`src/rtl/dlx_pkg.sv`:
```
// Shared DLX definitions: fetch-state encoding, default datapath widths and reset PC.
package dlx_pkg;

  typedef enum logic [1:0] {
    S_FETCH = 2'd0,
    S_FLUSH = 2'd1,
    S_HALT  = 2'd2
  } fetch_state_e;

  localparam int unsigned DLX_ADDR_W   = 32;
  localparam int unsigned DLX_INST_W   = 32;
  localparam logic [31:0] DLX_RESET_PC = 32'h0000_0000;

endpackage

```
`src/rtl/dlx_sync_fifo.sv`:
```
// Show-ahead synchronous FIFO with occupancy count and single-cycle flush.
module dlx_sync_fifo #(
  parameter int unsigned WIDTH = 32,
  parameter int unsigned DEPTH = 4
) (
  input  logic                     clk,
  input  logic                     rst,
  input  logic                     push,
  input  logic [WIDTH-1:0]         push_data,
  input  logic                     pop,
  input  logic                     flush,
  output logic [WIDTH-1:0]         head_data,
  output logic                     empty,
  output logic [$clog2(DEPTH):0]   count
);

  localparam int unsigned AW = $clog2(DEPTH);

  logic [WIDTH-1:0] mem [DEPTH];
  logic [AW-1:0]    wr_ptr_q, wr_ptr_d;
  logic [AW-1:0]    rd_ptr_q, rd_ptr_d;
  logic [AW:0]      count_q, count_d;
  logic             full;
  logic             do_push, do_pop;

  assign full      = (count_q == (AW+1)'(DEPTH));
  assign empty     = (count_q == '0);
  assign count     = count_q;
  assign head_data = mem[rd_ptr_q];

  // Flush wins over any push or pop presented in the same cycle.
  always_comb begin
    do_push  = push && !full && !flush;
    do_pop   = pop && !empty && !flush;
    wr_ptr_d = wr_ptr_q;
    rd_ptr_d = rd_ptr_q;
    count_d  = count_q;
    if (flush) begin
      wr_ptr_d = '0;
      rd_ptr_d = '0;
      count_d  = '0;
    end else begin
      if (do_push) wr_ptr_d = wr_ptr_q + 1'b1;
      if (do_pop)  rd_ptr_d = rd_ptr_q + 1'b1;
      case ({do_push, do_pop})
        2'b10:   count_d = count_q + 1'b1;
        2'b01:   count_d = count_q - 1'b1;
        default: count_d = count_q;
      endcase
    end
  end

  always_ff @(posedge clk or posedge rst) begin
    if (rst) begin
      wr_ptr_q <= '0;
      rd_ptr_q <= '0;
      count_q  <= '0;
    end else begin
      wr_ptr_q <= wr_ptr_d;
      rd_ptr_q <= rd_ptr_d;
      count_q  <= count_d;
    end
  end

  always_ff @(posedge clk) begin
    if (do_push) mem[wr_ptr_q] <= push_data;
  end

endmodule

```
`src/rtl/dlx_fetch_queue.sv`:
```
// DLX fetch stage with decoupled prefetch queue, credit-limited issue and redirect flush.
// Define FETCH_PERF_CNT_EN to add stall_cnt/flush_cnt performance counters.
module dlx_fetch_queue
  import dlx_pkg::*;
#(
  parameter int unsigned        ADDR_W   = DLX_ADDR_W,
  parameter int unsigned        INST_W   = DLX_INST_W,
  parameter int unsigned        PC_INC   = 1,
  parameter int unsigned        FQ_DEPTH = 4,
  parameter logic [ADDR_W-1:0]  RESET_PC = ADDR_W'(DLX_RESET_PC)
) (
  input  logic                          clock1,
  input  logic                          reset1,
  input  logic                          jump_en,
  input  logic                          branch_en,
  input  logic [ADDR_W-1:0]             target_in,
  input  logic                          halt_in,
  output logic                          imem_req,
  output logic [ADDR_W-1:0]             imem_addr,
  input  logic                          imem_rvalid,
  input  logic [INST_W-1:0]             imem_rdata,
  output logic                          dec_valid,
  input  logic                          dec_ready,
  output logic [INST_W-1:0]             irout,
  output logic [ADDR_W-1:0]             npcout,
  output logic [$clog2(FQ_DEPTH):0]     fq_count
`ifdef FETCH_PERF_CNT_EN
  ,
  output logic [31:0]                   stall_cnt,
  output logic [31:0]                   flush_cnt
`endif
);

  localparam int unsigned CW = $clog2(FQ_DEPTH) + 1;
  localparam int unsigned QW = ADDR_W + INST_W;

  fetch_state_e       state_q, state_d;
  logic [ADDR_W-1:0]  fetch_pc_q, fetch_pc_d;
  logic [CW-1:0]      drop_cnt_q, drop_cnt_d;

  logic               redirect, issue, credit_ok, rsp_drop;
  logic [CW:0]        in_use;
  logic               q_push, q_pop, q_flush, q_empty;
  logic [QW-1:0]      q_head;
  logic [CW-1:0]      q_count;
  logic               if_pop, if_flush, if_empty;
  logic [ADDR_W-1:0]  if_head;
  logic [CW-1:0]      if_count;

  assign redirect = jump_en | branch_en;
  assign in_use   = {1'b0, if_count} + {1'b0, q_count};
  assign credit_ok = (in_use < (CW+1)'(FQ_DEPTH));

  always_comb begin
    state_d    = state_q;
    fetch_pc_d = fetch_pc_q;
    drop_cnt_d = drop_cnt_q;
    issue      = 1'b0;
    rsp_drop   = 1'b0;
    q_push     = 1'b0;
    q_pop      = 1'b0;
    q_flush    = 1'b0;
    if_pop     = 1'b0;
    if_flush   = 1'b0;
    if (redirect) begin
      q_flush    = 1'b1;
      if_flush   = 1'b1;
      fetch_pc_d = target_in;
      // Requests already in flight become responses to throw away.
      if (state_q == S_FLUSH) begin
        rsp_drop   = imem_rvalid && (drop_cnt_q != '0);
        drop_cnt_d = drop_cnt_q - CW'(rsp_drop);
      end else begin
        rsp_drop   = imem_rvalid && !if_empty;
        drop_cnt_d = if_count - CW'(rsp_drop);
      end
      state_d = (drop_cnt_d != '0) ? S_FLUSH : S_FETCH;
    end else begin
      case (state_q)
        S_FETCH: begin
          issue = !halt_in && credit_ok;
          if (halt_in) state_d = S_HALT;
        end
        S_HALT: begin
          if (!halt_in) state_d = S_FETCH;
        end
        S_FLUSH: begin
          rsp_drop   = imem_rvalid && (drop_cnt_q != '0);
          drop_cnt_d = drop_cnt_q - CW'(rsp_drop);
          if (drop_cnt_d == '0) state_d = S_FETCH;
        end
        default: state_d = S_FETCH;
      endcase
      if (state_q != S_FLUSH) begin
        if_pop = imem_rvalid && !if_empty;
        q_push = if_pop;
      end
      q_pop = dec_valid && dec_ready;
      if (issue) fetch_pc_d = fetch_pc_q + ADDR_W'(PC_INC);
    end
  end

  always_ff @(posedge clock1 or posedge reset1) begin
    if (reset1) begin
      state_q    <= S_FETCH;
      fetch_pc_q <= RESET_PC;
      drop_cnt_q <= '0;
    end else begin
      state_q    <= state_d;
      fetch_pc_q <= fetch_pc_d;
      drop_cnt_q <= drop_cnt_d;
    end
  end

  dlx_sync_fifo #(
    .WIDTH (ADDR_W),
    .DEPTH (FQ_DEPTH)
  ) u_inflight (
    .clk       (clock1),
    .rst       (reset1),
    .push      (issue),
    .push_data (fetch_pc_q),
    .pop       (if_pop),
    .flush     (if_flush),
    .head_data (if_head),
    .empty     (if_empty),
    .count     (if_count)
  );

  dlx_sync_fifo #(
    .WIDTH (QW),
    .DEPTH (FQ_DEPTH)
  ) u_prefetch (
    .clk       (clock1),
    .rst       (reset1),
    .push      (q_push),
    .push_data ({if_head, imem_rdata}),
    .pop       (q_pop),
    .flush     (q_flush),
    .head_data (q_head),
    .empty     (q_empty),
    .count     (q_count)
  );

  // The request strobe is combinational, so hold it low while reset is asserted.
  assign imem_req  = issue && !reset1;
  assign imem_addr = fetch_pc_q;
  assign dec_valid = !q_empty;
  assign irout     = dec_valid ? q_head[INST_W-1:0] : '0;
  assign npcout    = dec_valid ? q_head[INST_W +: ADDR_W] : '0;
  assign fq_count  = q_count;

`ifdef FETCH_PERF_CNT_EN
  logic [31:0] stall_cnt_q, stall_cnt_d;
  logic [31:0] flush_cnt_q, flush_cnt_d;

  always_comb begin
    stall_cnt_d = stall_cnt_q;
    flush_cnt_d = flush_cnt_q;
    if (dec_valid && !dec_ready && (stall_cnt_q != '1)) stall_cnt_d = stall_cnt_q + 32'd1;
    if (rsp_drop && (flush_cnt_q != '1))                flush_cnt_d = flush_cnt_q + 32'd1;
  end

  always_ff @(posedge clock1 or posedge reset1) begin
    if (reset1) begin
      stall_cnt_q <= '0;
      flush_cnt_q <= '0;
    end else begin
      stall_cnt_q <= stall_cnt_d;
      flush_cnt_q <= flush_cnt_d;
    end
  end

  assign stall_cnt = stall_cnt_q;
  assign flush_cnt = flush_cnt_q;
`endif

endmodule

```
`config.mk`:
```
export PLATFORM = sky130hd
export DESIGN_NAME = dlx_fetch_queue
export DESIGN_NICKNAME = d
export VERILOG_FILES = /design/src/rtl/dlx_pkg.sv /design/src/rtl/dlx_sync_fifo.sv /design/src/rtl/dlx_fetch_queue.sv
export SDC_FILE = /design/constraint.sdc
export NUM_CORES = 1
export LEC_CHECK = 0
export BUFFER_PORTS_ARGS = -buffer_cell sky130_fd_sc_hd__clkbuf_2
export CAP_MARGIN = 20
export CORE_MARGIN = 2
export CORE_UTILIZATION = 40
export DETAILED_ROUTE_END_ITERATION = 8
export GPL_ROUTABILITY_DRIVEN = 0
export GPL_TIMING_DRIVEN = 0
export PLACE_DENSITY = 0.66
export SYNTH_ARGS = -nofsm -noshare
export SYNTH_HDL_FRONTEND = slang
export SYNTH_SLANG_ARGS = --single-unit
```
`constraint.sdc`:
```
create_clock -name clock1 -period 9.62 [get_ports clock1]
set_input_delay 1.924 -clock clock1 [delete_from_list [all_inputs] [get_ports clock1]]
set_output_delay 1.924 -clock clock1 [all_outputs]
set_load 0.03 [all_outputs]
```
==> results.txt, run 1 <==
----------------------------------------------------
[Critical path]
  Internal reg-to-reg setup slack ... 6.62 ns
  Maximum fanout count along the critical path ... 10
  Worst Path Buf+Inv ... 4
  CP Cell Sequence ... clkbuf_2 > or2_2 > clkbuf_1 > clkbuf_1 > nor3_1 > clkbuf_2
  Classification of the worst setup path ... input pin to output port
  Largest stage delay, worst path ... 0.36 ns
  Depth of the worst register-to-register path ... 6
  Required arrival time at the worst endpoint ... 7.70 ns
  Master of the slowest instance on the critical path ... sky130_fd_sc_hd__clkbuf_1
  Largest delay contributor family on the critical path ... buffers and inverters
  Reg-to-Reg Start ... u_prefetch.count[2]
  Critical path data arrival time ... 3.52 ns
  CP Launch Type ... input pin
  End of the worst register-to-register path ... u_inflight.mem[2][4]
  Endpoint class of the critical path ... output port

[STA]
  Setup violators final ... 0
  Sum of negative setup slack ... 0 ns
  Hold slack final ... 0.5153 ns
  Final setup skew ... 0.02518 ns
  Highest attainable clock frequency ... 183.6 MHz
  Number of failing hold endpoints at the final stage ... 0
  Slew at the pin closest to its max-slew limit ... 0.9335 ns
  Relative slew margins ... 0.3777
  Unrepaired setup endpoints after global routing ... no
  Final min period ... 5.446 ns
  Slew Limit Fails ... 0
  Post-route clock period utilization ... 0.5661

[Min path]
  Worst Hold Depth ... 1
  Worst Min Path Start ... state_q[0]
  Hold EP ... state_q[1]
  Tightest Hold Check Type ... flip-flop to flip-flop

[CTS]
  Inserted Clock Buffers ... 47
  Number of buffers inserted by post-CTS setup repair ... 0
  Buffer depth of the longest clock path ... 3
  Clk sinks ... 435
  CTS tree ... yes
  CTS HTree Levels ... 2
  Cell at the root of the clock tree ... sky130_fd_sc_hd__clkbuf_16
  Source-to-sink clock delay at the later pin of the worst-skew pair ... 0.58 ns
  CTS-repair resized insts ... 0
  Worst-path clk slew ... 0.06 ns
  Number of hold buffers added after cts ... 0

[Run status]
  Status ... complete, no violations

[Logic synthesis]
  Syn avg cell area ... 18.76 sq um
  Proportion of netlist area held by the largest area contributor ... 0.6587
  Commonest cells in the netlist ... sky130_fd_sc_hd__edfxtp_1, sky130_fd_sc_hd__mux4_2, sky130_fd_sc_hd__and2_1
  Synth top area cells ... sky130_fd_sc_hd__edfxtp_1, sky130_fd_sc_hd__mux4_2, sky130_fd_sc_hd__dfrtp_1
  Post-Synthesis Net Count ... 1021
  Number of register bits inferred by synthesis ... 435
  Summed instance area of the synthesized netlist ... 0.01751 sq mm
  Register area share after synthesis ... 0.7316
  Post-synthesis cell type with the largest combined area ... sky130_fd_sc_hd__edfxtp_1
  Number of library cell types mapped by synthesis ... 54
  Most frequent cell after synthesis ... sky130_fd_sc_hd__edfxtp_1
  Post-synth EDFFs ... 384
  Number of warnings reported in the yosys synthesis log ... 0
  Cell count after synthesis ... 933
  Async set or reset register ratio after synthesis ... 0.1172
  Commonest register cell after synthesis ... sky130_fd_sc_hd__edfxtp_1

[Routing]
  Post-route antenna net violation count ... 0
  Routed vias/inst ... 5.136
  Vias ... 9147
  Average detailed-routed wire length per instance ... 20.86 um
  Number of design rule violations left after detail routing ... 0
  Drt initial violations ... 601
  Initial DRT Pass Iterations ... 5
  WL final ... 37150 um

[Floorplan]
  Core box area ... 0.04317 sq mm
  Die Ht ... 213.2 um
  Initial core utilization ... 0.4055
  Number of rows in the core area ... 76
  Area of the die ... 0.04546 sq mm
  Width of the die ... 213.2 um
  Top-level port count ... 172

[Global routing]
  Maximum number of pins on one net before global-route repair ... 56
  Number of global-route vias before repair ... 9717
  Antenna violations before repair ... 0
  First-pass GRT wire length ... 56500 um
  Sum of overflow across all layers after global routing ... 0
  Total track usage ... 0.1678

[Cells and area]
  Count of filler cells inserted in the layout ... 3686
  Antenna cell count ... 0
  Summed area of non-filler cells in the final layout ... 0.02081 sq mm
  Layout-stage area growth over the synthesis result ... 18.88%
  Share of cells above drive strength 1 ... 0.3194
  Nets ... 1247

[Job]
  Max Cap Violations ... 0

[Placement]
  HPWL after DPL ... 23700 um
  Buffers added on ports ... 171
  Area of placed instances ... 0.01927 sq mm

[Power and ir drop]
  Leakage power summed over all cells ... 7.123 nW
  Peak VDD IR ... 0.1307 mV
  Total power draw ... 4.173 mW
  Total power divided by cell area ... 200.5 mW/mm^2

----------------------------------------------------
[metal layers]
layer  up-vias  GRT usage  wire (um)
li1       4149          -          -
met1      4675     0.2195      16070
met2       258     0.2769      17840
met3        65    0.03927       2192
met4         0    0.05723       1054
met5         -          0          0
[registers in the layout, indices dropped and copies added, names as in the netlist]
register / cells
state_q: 2
u_inflight.count: 3
u_prefetch.rd_ptr_q: 2
u_inflight.mem: 128
u_inflight.rd_ptr_q: 2
u_prefetch.wr_ptr_q: 2
u_inflight.wr_ptr_q: 2
u_prefetch.mem: 256
drop_cnt_q: 3
u_prefetch.count: 3
imem_addr: 32
[worst register-to-register path: stages (launching register included)]
cell	delay, ns
sky130_fd_sc_hd__dfrtp_1	0.47
sky130_fd_sc_hd__ha_1	0.37
sky130_fd_sc_hd__nor4_4	0.32
sky130_fd_sc_hd__and3_1	0.23
sky130_fd_sc_hd__buf_6	0.13
sky130_fd_sc_hd__buf_2	0.24
sky130_fd_sc_hd__and3_2	0.83
[worst max-delay path by stage]
| stage | start | endpoint | slack, ns | cells after the start |
|---|---|---|---|---|
| 2_1_floorplan | branch_en | imem_req | 4.34 | 4 |
| 3_3_place_gp | branch_en | u_prefetch.mem[1][36] | 3.36 | 4 |
| 4_1_cts | branch_en | imem_req | 4.18 | 6 |
| 6_report | branch_en | imem_req | 4.17 | 6 |
| 3_5_place_dp | branch_en | imem_req | 4.18 | 6 |
| 5_1_grt | branch_en | imem_req | 4.09 | 6 |
[logic make-up after synthesis]
logic type      Yosys count  synth area share
buf+inv                  59           0.01522
simple gates            227           0.07626
xor+xnor                 37           0.01851
compound gates           60           0.02080
mux                      98            0.1246
fa+ha+maj                17           0.01301
flops                   435            0.7316
[metrics by stage]
| step | instances | utilization | setup WS (ns) |
|---|---|---|---|
| 6_report | 1781 | 0.4821 | 4.174 |
| 5_1_grt | 1781 | 0.4821 | 4.091 |
| 4_1_cts | 1781 | 0.4821 | 4.178 |
| 3_5_place_dp | 1695 | 0.4464 | 4.183 |
| 3_3_place_gp | 1689 | 0.4423 | 3.364 |
| 2_1_floorplan | 933 | - | 4.335 |
[layout make-up]
cell class	instances	area, sq um	share of cell area
Sequential cell	435	12810	0.6154
Multi-Input combinational cell	439	4458	0.2142
Clock buffer	61	1249	0.06000
Timing Repair Buffer	177	1006	0.04834
Tap cell	585	732.0	0.03517
Clock inverter	25	292.8	0.01407
Buffer	45	214.0	0.01028
Inverter	14	52.55	0.002525
[cells in the final DEF, fill, tap and decap left out, drive strengths merged, types with 3 or more instances in the layout]
| master | netlist | layout |
|---|---|---|
| nor3 | 16 | 16 |
| bufinv | 0 | 5 |
| inv | 14 | 16 |
| a31oi | 5 | 5 |
| nor4 | 11 | 11 |
| edfxtp | 384 | 384 |
| clkbuf | 28 | 260 |
| clkinvlp | 0 | 3 |
| o21ai | 35 | 35 |
| xnor2 | 32 | 32 |
| nand2 | 61 | 61 |
| or3 | 3 | 3 |
| ha | 15 | 15 |
| nor3b | 3 | 3 |
| buf | 17 | 23 |
| mux4 | 96 | 96 |
| o211ai | 3 | 3 |
| nand4 | 15 | 15 |
| and3 | 12 | 12 |
| nor2 | 17 | 17 |
| xor2 | 5 | 5 |
| and2 | 67 | 67 |
| a21oi | 6 | 6 |
| nand3 | 14 | 14 |
| clkinv | 0 | 15 |
| dfrtp | 51 | 51 |
[power breakdown]
| group | internal, mW | switching, mW | leakage, nW | total (mW) |
|---|---|---|---|---|
| clock | 1.06 | 0.721 | 0.741 | 1.78 |
| sequential | 2.10 | 0.0488 | 4.10 | 2.15 |
| combinational | 0.0939 | 0.150 | 2.28 | 0.244 |
| total | 3.25 | 0.920 | 7.12 | 4.17 |
No activity file was read; power rests on OpenSTA's default activity.
==> run 2, diff against run 1 <==
--- a/config.mk
+++ b/config.mk
@@ -12,7 +12,7 @@
 export DETAILED_ROUTE_END_ITERATION = 8
 export GPL_ROUTABILITY_DRIVEN = 0
 export GPL_TIMING_DRIVEN = 0
-export PLACE_DENSITY = 0.66
+export PLACE_DENSITY = 0.68
 export SYNTH_ARGS = -nofsm -noshare
 export SYNTH_HDL_FRONTEND = slang
 export SYNTH_SLANG_ARGS = --single-unit
==> constraint.sdc (replaced) <==
create_clock -name clock1 -period 4.65 [get_ports clock1]
set_input_delay 0.93 -clock clock1 [delete_from_list [all_inputs] [get_ports clock1]]
set_output_delay 0.93 -clock clock1 [all_outputs]
set_load 0.03 [all_outputs]
==> run 2 against run 1 <==
  * Clock skew up 0.0039 ns
  * Sequential power increased by 110%
  * Power up 100%
  * Cell count is 0.17% lower
  * Hold slack got worse by 0.14 ns
  * Cell area down 0.57%
  * Non-clock buffer count did not move
  * Combinational power increased by 110%
  * Via count increased by 0.73%
  * Count of clock-buffer cells in the layout decreased by 2
  * Critical path type is now flip-flop to output port
  * Highest routed layer unchanged
==> results.txt, run 2 (synthesis gave the netlist of run 1 again) <==
----------------------------------------------------
[Global routing]
  Total track usage ... 0.1661
  Antenna violations before repair ... 0
  First-pass GRT wire length ... 56220 um
  Maximum number of pins on one net before global-route repair ... 56
  Sum of overflow across all layers after global routing ... 0
  Number of global-route vias before repair ... 9422

[Critical path]
  Required arrival time at the worst endpoint ... 3.72 ns
  Critical path data arrival time ... 2.98 ns
  End of the worst register-to-register path ... u_inflight.count[1]
  Endpoint class of the critical path ... output port
  Internal reg-to-reg setup slack ... 1.63 ns
  Classification of the worst setup path ... flip-flop to output port
  Depth of the worst register-to-register path ... 11
  Maximum fanout count along the critical path ... 10
  Reg-to-Reg Start ... u_prefetch.count[2]
  CP Launch Type ... flip-flop

[Placement]
  Number of instances in the placed design ... 1695
  Buffers added on ports ... 171
  Pre-CTS worst setup slack ... 1.223 ns
  HPWL after DPL ... 23620 um
  Area of placed instances ... 0.01926 sq mm

[Power and ir drop]
  Leakage power summed over all cells ... 7.073 nW
  Peak VDD IR ... 0.2678 mV
  Total power divided by cell area ... 407.7 mW/mm^2

[CTS]
  Cell at the root of the clock tree ... sky130_fd_sc_hd__clkbuf_16
  Worst-path clk slew ... 0.07 ns
  CTS-repair resized insts ... 0
  CTS HTree Levels ... 2
  Inserted Clock Buffers ... 46
  Number of buffers inserted by post-CTS setup repair ... 0
  Source-to-sink clock delay at the later pin of the worst-skew pair ... 0.58 ns
  Number of hold buffers added after cts ... 0
  Buffer depth of the longest clock path ... 3
  CTS tree ... yes
  Clk sinks ... 435

[STA]
  Slew at the pin closest to its max-slew limit ... 0.9162 ns
  Final worst-path setup slack ... 0.7425 ns
  Hold slack final ... 0.3771 ns
  Setup violators final ... 0
  Number of failing hold endpoints at the final stage ... 0
  Unrepaired setup endpoints after global routing ... no
  Relative slew margins ... 0.3892
  Final min period ... 3.908 ns
  Final setup skew ... 0.02908 ns
  Slew Limit Fails ... 0
  Post-route clock period utilization ... 0.8403
  Highest attainable clock frequency ... 255.9 MHz

[Cells and area]
  Finished Layout Cells ... 1778
  Most common cell after layout, fill and taps aside ... sky130_fd_sc_hd__edfxtp_1
  Register name with the most flops ... u_prefetch.mem
  Count of filler cells inserted in the layout ... 3707
  Nets ... 1246
  Most used cells in the layout excluding fill and tap cells ... sky130_fd_sc_hd__edfxtp_1, sky130_fd_sc_hd__clkbuf_2, sky130_fd_sc_hd__mux4_2
  Final core occ ... 0.4793
  Max FFs per register ... 256
  Antenna cell count ... 0
  Share of cells above drive strength 1 ... 0.3168
  Layout-stage area growth over the synthesis result ... 18.20%
  Summed area of non-filler cells in the final layout ... 0.02069 sq mm

[Routing]
  Vias ... 9214
  Initial DRT Pass Iterations ... 5
  WL final ... 36920 um
  Average detailed-routed wire length per instance ... 20.77 um
  Drt initial violations ... 620
  Number of design rule violations left after detail routing ... 0
  Post-route antenna net violation count ... 0
  Routed vias/inst ... 5.182

[Floorplan]
  Area of the die ... 0.04546 sq mm
  Width of the die ... 213.2 um
  Core box area ... 0.04317 sq mm
  Die Ht ... 213.2 um
  Number of rows in the core area ... 76
  Initial core utilization ... 0.4055
  Top-level port count ... 172

[Run status]
  Status ... complete, no violations

[Job]
  Max Cap Violations ... 0

[Min path]
  Tightest Hold Check Type ... input pin to asynchronous set/reset pin

----------------------------------------------------
==> run 2: cell types whose count changed in the layout (fill, tap and decap cells not counted), sizes merged <==
cell,delta
clkinv,+3
clkinvlp,-1
clkbuf,-2
bufinv,-3
==> run 2: power breakdown <==
group          switching, mW  total, mW  leakage [nW]  internal, mW
registers              0.100       4.45          4.10          4.35
clock network           1.49       3.48         0.694          1.99
logic                  0.314      0.508          2.28         0.194
total                   1.90       8.44          7.07          6.54
==> run 2: area by class of cell <==
| class | instances | area [sq um] | area share |
|---|---|---|---|
| Inverter | 14 | 52.55 | 0.002539 |
| Clock buffer | 59 | 1231 | 0.05950 |
| Tap cell | 585 | 732.0 | 0.03537 |
| Timing Repair Buffer | 177 | 998.5 | 0.04825 |
| Multi-Input combinational cell | 439 | 4458 | 0.2154 |
| Clock inverter | 24 | 200.2 | 0.009674 |
| Buffer | 45 | 214.0 | 0.01034 |
| Sequential cell | 435 | 12810 | 0.6189 |
==> run 2: layer usage <==
| layer | GRT usage | part of all wire | up-vias |
|---|---|---|---|
| met2 | 0.2700 | 0.48 | 267 |
| met4 | 0.05005 | 0.023 | 0 |
| met5 | 0 | 0 | - |
| met1 | 0.2236 | 0.43 | 4743 |
| li1 | - | - | 4145 |
| met3 | 0.03868 | 0.062 | 59 |
==> run 2: worst max path at each step <==
stage / end / start
2_1_floorplan: u_prefetch.mem[0][0] / branch_en
3_3_place_gp: u_prefetch.mem[1][9] / branch_en
3_5_place_dp: imem_req / branch_en
4_1_cts: irout[12] / u_prefetch.rd_ptr_q[1]
5_1_grt: npcout[1] / u_prefetch.count[0]
6_report: npcout[1] / u_prefetch.rd_ptr_q[1]
==> run 2: stage by stage <==
step	TNS, ns	total power, mW
after floorplan	0	4.837
after global placement	-145.94	5.017
after detailed placement	0	5.041
after CTS	0	8.532
after global routing	0	8.755
final	0	8.438
==> run 2: critical path, cell delays in order (launching register included) <==
cell and delay [ns]:
sky130_fd_sc_hd__dfrtp_1 0.36, sky130_fd_sc_hd__clkbuf_1 0.66, sky130_fd_sc_hd__buf_1 0.60, sky130_fd_sc_hd__mux4_2 0.40, sky130_fd_sc_hd__and2_1 0.19, sky130_fd_sc_hd__clkbuf_2 0.18
